<file path="src/rtl/mem_bus_arbiter.sv">
// Shares one memory bus between the IF fetch path and the MEM load/store path.
// Sequences req/ack bus cycles with timeout, returns read data and drives the pipeline stall vector.
module mem_bus_arbiter #(
   parameter int TIMEOUT = 16,
   parameter int CNT_W   = 5
) (
   input  logic        clk,
   input  logic        rst,
   // fetch path
   input  logic        if_req,
   input  logic [31:0] if_addr,
   output logic [31:0] if_inst,
   output logic        if_rdy,
   // load/store path
   input  logic        mem_req,
   input  logic        mem_we,
   input  logic [31:0] mem_addr,
   input  logic [31:0] mem_wdata,
   input  logic [3:0]  mem_sel,
   output logic [31:0] mem_rdata,
   output logic        mem_rdy,
   // external bus
   output logic        bus_req,
   output logic        bus_we,
   output logic [31:0] bus_addr,
   output logic [31:0] bus_wdata,
   output logic [3:0]  bus_sel,
   input  logic [31:0] bus_rdata,
   input  logic        bus_ack,
   output logic        bus_err,
   // pipeline control
   output logic [5:0]  stall
);

   typedef enum logic [1:0] {
      ST_IDLE,
      ST_IF_ACC,
      ST_MEM_ACC
   } state_t;

   localparam logic [CNT_W-1:0] LP_CNT_LAST = CNT_W'(TIMEOUT - 1);
   localparam logic [5:0]       LP_STALL_MEM = 6'b011111;
   localparam logic [5:0]       LP_STALL_IF  = 6'b010001;

   state_t            r_state;
   logic [CNT_W-1:0]  r_cnt;
   logic              r_bus_req;
   logic              r_bus_we;
   logic [31:0]       r_bus_addr;
   logic [31:0]       r_bus_wdata;
   logic [3:0]        r_bus_sel;
   logic              r_bus_err;
   logic [31:0]       r_if_inst;
   logic              r_if_rdy;
   logic [31:0]       r_mem_rdata;
   logic              r_mem_rdy;

   logic              w_grant_ok;
   logic              w_timeout;
   logic [5:0]        w_stall;

   // A requester still shows its req during its own rdy cycle; granting then would replay it.
   assign w_grant_ok = !r_if_rdy && !r_mem_rdy;
   assign w_timeout  = (r_cnt == LP_CNT_LAST);

   // NOTE: all state uses non-blocking assignments so every register samples pre-edge values;
   // the pulse outputs are defaulted low first, making each set a single-cycle pulse.
   always_ff @(posedge clk or negedge rst) begin
      if (!rst) begin
         r_state     <= ST_IDLE;
         r_cnt       <= '0;
         r_bus_req   <= 1'b0;
         r_bus_we    <= 1'b0;
         r_bus_addr  <= '0;
         r_bus_wdata <= '0;
         r_bus_sel   <= '0;
         r_bus_err   <= 1'b0;
         r_if_inst   <= '0;
         r_if_rdy    <= 1'b0;
         r_mem_rdata <= '0;
         r_mem_rdy   <= 1'b0;
      end else begin
         r_if_rdy  <= 1'b0;
         r_mem_rdy <= 1'b0;
         r_bus_err <= 1'b0;

         case (r_state)
            ST_IDLE: begin
               r_cnt <= '0;
               if (w_grant_ok && mem_req) begin
                  r_state     <= ST_MEM_ACC;
                  r_bus_req   <= 1'b1;
                  r_bus_we    <= mem_we;
                  r_bus_addr  <= mem_addr;
                  r_bus_wdata <= mem_wdata;
                  r_bus_sel   <= mem_sel;
               end else if (w_grant_ok && if_req) begin
                  r_state     <= ST_IF_ACC;
                  r_bus_req   <= 1'b1;
                  r_bus_we    <= 1'b0;
                  r_bus_addr  <= if_addr;
                  r_bus_wdata <= '0;
                  r_bus_sel   <= 4'b1111;
               end
            end

            ST_IF_ACC, ST_MEM_ACC: begin
               if (bus_ack || w_timeout) begin
                  r_state   <= ST_IDLE;
                  r_cnt     <= '0;
                  r_bus_req <= 1'b0;
                  r_bus_err <= !bus_ack;
                  if (r_state == ST_IF_ACC) begin
                     r_if_rdy  <= 1'b1;
                     r_if_inst <= bus_ack ? bus_rdata : 32'h0;
                  end else begin
                     r_mem_rdy <= 1'b1;
                     // An acked store keeps the previous load data; a timeout always zeroes it.
                     if (!bus_ack)
                        r_mem_rdata <= 32'h0;
                     else if (!r_bus_we)
                        r_mem_rdata <= bus_rdata;
                  end
               end else begin
                  r_cnt <= r_cnt + 1'b1;
               end
            end

            default: begin
               r_state   <= ST_IDLE;
               r_cnt     <= '0;
               r_bus_req <= 1'b0;
            end
         endcase
      end
   end

   // NOTE: combinational block assigns its output a default first so no latch is inferred.
   always_comb begin
      w_stall = 6'b000000;
      if (!rst)
         w_stall = 6'b000000;
      else if (mem_req && !r_mem_rdy)
         w_stall = LP_STALL_MEM;
      else if (if_req && !r_if_rdy)
         w_stall = LP_STALL_IF;
   end

   assign bus_req   = r_bus_req;
   assign bus_we    = r_bus_we;
   assign bus_addr  = r_bus_addr;
   assign bus_wdata = r_bus_wdata;
   assign bus_sel   = r_bus_sel;
   assign bus_err   = r_bus_err;
   assign if_inst   = r_if_inst;
   assign if_rdy    = r_if_rdy;
   assign mem_rdata = r_mem_rdata;
   assign mem_rdy   = r_mem_rdy;
   assign stall     = w_stall;

endmodule

</file>
<file path="config.mk">
export PLATFORM = sky130hd
export DESIGN_NAME = mem_bus_arbiter
export DESIGN_NICKNAME = d
export VERILOG_FILES = /design/src/rtl/mem_bus_arbiter.sv
export SDC_FILE = /design/constraint.sdc
export NUM_CORES = 1
export LEC_CHECK = 0
export CELL_PAD_IN_SITES_DETAIL_PLACEMENT = 1
export CELL_PAD_IN_SITES_GLOBAL_PLACEMENT = 1
export CORE_MARGIN = 10
export CORE_UTILIZATION = 31
export CTS_BUF_LIST = sky130_fd_sc_hd__clkbuf_16
export CTS_CLUSTER_SIZE = 40
export DETAILED_ROUTE_END_ITERATION = 8
export PLACE_DENSITY_LB_ADDON = 0.1
export SYNTH_ARGS = -nofsm -noshare
export SYNTH_HDL_FRONTEND = slang
export SYNTH_SLANG_ARGS = --single-unit
</file>
<file path="constraint.sdc">
create_clock -name clk -period 2.77 [get_ports clk]
set_clock_uncertainty 0.15 [all_clocks]
set_input_delay 0.277 -clock clk [delete_from_list [all_inputs] [get_ports clk]]
set_output_delay 0.277 -clock clk [all_outputs]
set_load 0.02 [all_outputs]
</file>
# After elaboration in Yosys (flattened, before gate mapping)
# Cells that the tools add are included.
# classes
addsub	1
n_eq_ne	6
muxes	32
n_bitwise	1
reduce_logical	16
# ops
operator	count
2-to-1 mux 32 bit	7
2-to-1 mux 5 bit	5
2-to-1 mux 1 bit	13
2-to-1 mux 4 bit	2
2-to-1 mux 2 bit	3
adder 5 x 1 -> 5 bit, second input constant	1
equality test 5 x 4 -> 1 bit, second input constant	1
logical AND 1 bit	5
inequality test 2 bit, second input constant	2
case mux 2 bit (2 select lines)	1
AND reduction 2 bit	2
AND reduction 4 bit	1
zero test 1 bit	3
inequality test 3 bit, second input constant	1
AND reduction 3 bit	1
equality test 2 x 1 -> 1 bit, second input constant	1
equality test 2 bit, second input constant	1
zero test 2 bit	1
case mux 1 bit (2 select lines)	1
nonzero test 2 bit	1
OR reduction 2 bit	1
logical OR 1 bit	1
inverter 1 bit	1
# totals
ff_bits	144
out_inout_bits	143

# Depth between registers and ports, before layout
# depth
word_depth	6
ltp_mapped	8

# Least setup slack after synthesis
# No wires, ideal clock.
# synth_path
path_kind	register -> register
startpoint	reg r_cnt[0]
endpoint	reg r_mem_rdata[10], in the netlist mem_rdata[10]
arrival_time_ps	1747
slack_ps	794
path_stages_with_launch	9
path_buffers	2
synth_period_minus_slack_ps	1976
path_cell_list	dfrtp_1 > ha_1 > and3_1 > ha_1 > nor2_1 > nand4bb_1 > buf_2 > buf_4 > mux2i_1
# synth_via
elab_chain_cells	3
# synth_rtl
element	line	source
from (decl)	46	logic [CNT_W-1:0] r_cnt;
from (signal assigned)	125	r_cnt <= r_cnt + 1'b1;
equality test 5 x 4 -> 1 bit	64	assign w_timeout = (r_cnt == LP_CNT_LAST);
logical OR 1 bit	108	if (bus_ack || w_timeout) begin
AND reduction 4 bit (no line)	-	
to (signal assigned)	122	r_mem_rdata <= bus_rdata;
to (decl)	55	logic [31:0] r_mem_rdata;
# Every way passes these cells.
# A chain may end at the register's enable or synchronous reset.

# Worst setup path in the final report
# layout_path
startpoint	in rst
endpoint	out stall[4]
# layout_via
elab_chain_cells	1
# layout_rtl
element	line	source
from (decl)	8	input logic rst,
2-to-1 mux 5 bit	141	if (!rst)
to (decl)	32	output logic [5:0] stall
# Every way passes these cells.

==> impl_metrics.tcl <==
set metrics [dict create \
    final_cell_area_mm2 0.00962 \
    ys_warn_count 0 \
    outcome "completed" \
    synth_compound_area_frac 0.209 \
    synth-async-reset-ratio 1.00 \
    switching_share 0.392 \
    setup_viol 0 \
    syn-num-nets 624 \
    reg2reg_depth 6 \
    dp.cells 997 \
    criticalPathCategory "input pin to primary output" \
    ys_ff_latch 144 \
    post_cts_resized 0 \
    synthAdderAreaFrac 0.00825 \
    worstReg2RegEnd "bus_wdata[7]$_DFFE_PN0P_" \
    layout_min_cycle_time_ps 2460 \
    grt_pass1_wl_um 35900 \
    layout_setup_ws_ps 310 \
    p_comb_frac 0.514 \
    pre_cts_slack_ps 472 \
    cts.htree.levels 4 \
    routed_wl_um 23000 \
    clock-sinks 144 \
    synth_ff_type "dfrtp_1" \
    synth_xor_area_frac 0.00289 \
    place_congestion 0.746 \
    io-pin-count 281 \
    clkLatencyLatePin_ps 420 \
    io_buffer_count 279 \
    post-synth-top-count-cell "dfrtp_1" \
    cts.clk_slew.worst_paths_ps 60 \
    ys_types 35 \
    cts_buffer_depth 2 \
    final_cells 1032 \
    ff_latch_area_mm2 0.00360 \
    cts_buffers 17 \
    p_int_mw 7.28 \
    synth_common_cells "144 x dfrtp_1, 66 x a22o_1, 44 x nand2_1" \
    grt_max_degree 133 \
    via_per_inst 5.03 \
    cts_root_buf "clkbuf_16" \
    slew_viol_final 0 \
    crit_arrival_ps 2030 \
    worst_setup_path_end_kind "primary output" \
    synth-simple-area-share 0.0662 \
    seq_power_share 0.314 \
    area_growth_pct 58.6 \
    yosysSeqAreaShare 0.594 \
    vdd_drop_max_uv 578 \
    dieWidth_um 160 \
    worstMarginPinSlew_ps 739 \
    required_ps 2340 \
    overflow 0 \
    synthMuxAreaShare 0.0528 \
    worstHoldPathType "input pin to async pin" \
    finalPower_mw 12.0 \
    dieArea_mm2 0.0256 \
    rrSetupSlack_ps 490 \
    power_frac_clock 0.172 \
    hold_violations 0 \
    syn_avg_cell_area_um2 12.6 \
    power_density_mw_per_mm2 1240 \
    drtPass1Iterations 5 \
    detailed_place_hpwl_um 17000 \
    drc_errors 0 \
    critPathMaxFanout 15 \
    start_kind "input pin" \
    netlist_area_mm2 0.00606 \
    syn_inst 482 \
    initial_utilization 0.314 \
    via_count 5191 \
    core_area_mm2 0.0193 \
    post-route-util 0.498 \
    cts_tree "yes" \
    place_area_mm2 0.00908 \
    finalCritPeriodShare 0.888 \
    p_leak_nw 4.19 \
    wl_per_cell_um 22.2 \
    clock.fmax_mhz 407 \
    grt_pass1_vias 5824 \
    nFillCells 2031 \
    rsz0062_at_grt "false" \
    synthTopCellsByArea "dfrtp_1 59%, a22o_1 9.5%, mux2i_1 5.3%, o221a_2 5.0%, o32a_1 4.5%" \
    ant_nets 0 \
    drt_iter0_markers 279 \
    drive_above_1_share 0.105 \
    track_usage 0.179 \
    synth-edff-count 0 \
    antenna_found_initial 3 \
    yosysTopAreaCellShare 0.594 \
    tns_ps 0 \
    switchingPower_mw 4.68 \
    multi_input_area_mm2 0.00207 \
    drv_cap 0 \
    r2r-start "r_state[0]$_DFFE_PN0P_" \
    synth_top_family_by_area "compound AO/OA/AOI/OAI gates" \
    hold_ws_ps 116 \
    fp.dieH_um 160 \
    final_nets 894 \
    placementRows 51 \
    relSlewSlack 0.507 \
    post-cts-setup-buffers 0 \
    synth_top_area_cell "dfrtp_1" \
]
state kept, by name (all words and copies together) (netlist names):
register,cells
bus_addr,32
bus_err,1
bus_req,1
bus_sel,4
bus_wdata,32
bus_we,1
if_inst,32
if_rdy,1
mem_rdata,32
mem_rdy,1
r_cnt,5
r_state,2
how the worst max path moves through the flow:
stage / startpoint / endpoint / slack (ps)
final: rst / stall[4] / 310
after global placement: if_req / stall[4] / 590
after global routing: rst / stall[4] / 240
after detailed placement: if_req / stall[4] / 470
after CTS: rst / stall[4] / 280
after floorplan: r_cnt[0]$_DFF_PN0_ / mem_rdata[10]$_DFFE_PN0P_ / 790
power by group through the flow:
stage	registers, mW	logic (mW)	clock network, mW
6_report	3.75	6.15	2.06
5_1_grt	3.89	6.58	2.23
4_1_cts	3.76	6.26	2.12
3_5_place_dp	3.78	6.22	0
3_3_place_gp	3.74	6.07	0
2_1_floorplan	4.84	2.20	0
cells by family (layout without fill, tap and decap cells):
kind of cell	Yosys count	count (layout)
DFF	144	144
AOI/OAI and AO/OA	135	135
and+or+nand+nor	83	83
buffers and inverters	81	364
muxes	32	32
adders and majority gates	4	4
xor gates and xnor gates	2	2
other	1	3
layout make-up:
cell class / count / area share
flip-flops and latches: 144 / 0.375
repair buffers: 296 / 0.307
multi-input cells: 257 / 0.215
clock buffers: 17 / 0.0442
well taps: 265 / 0.0345
inverters: 36 / 0.0140
clock inverters: 15 / 0.0101
diodes: 2 / 0.000520
critical path, stage by stage:
cell and delay (ps):
dlygate4sd3_1 550, buf_6 210, nand2_1 100, o22ai_1 210, clkdlybuf4s50_1 660
layout by cell type (no fill, tap or decap), types with 2 or more instances in the layout:
cell               n
clkbuf_16         17
nand3_1           12
clkinv_2           5
nor2_1            11
clkinvlp_4         8
nand2_1           44
nor3b_1            3
inv_1             37
o22a_1             4
clkdlybuf4s50_1  278
o221a_2           27
or3b_1             2
dfrtp_1          144
buf_4             14
and2_1             3
o22ai_1            2
a22o_1            66
ha_1               4
o32a_1            27
diode_2            2
a32oi_1            5
mux2i_1           32
buf_12             2
what timing repair did:
| item | in CTS | in global routing |
|---|---|---|
| endpoints found under the hold margin | 12 | 0 |
| setup endpoints to repair | 0 | 0 |
| hold buffers | 1 | 0 |
layer usage:
layer	track usage	vias to the layer above	share of wire
met5	0	-	0.00057
met4	0.0459	2	0.0098
met3	0.0681	16	0.076
met2	0.303	202	0.51
met1	0.208	2637	0.41
li1	-	2334	-
Power figures use the tool's default switching activity.
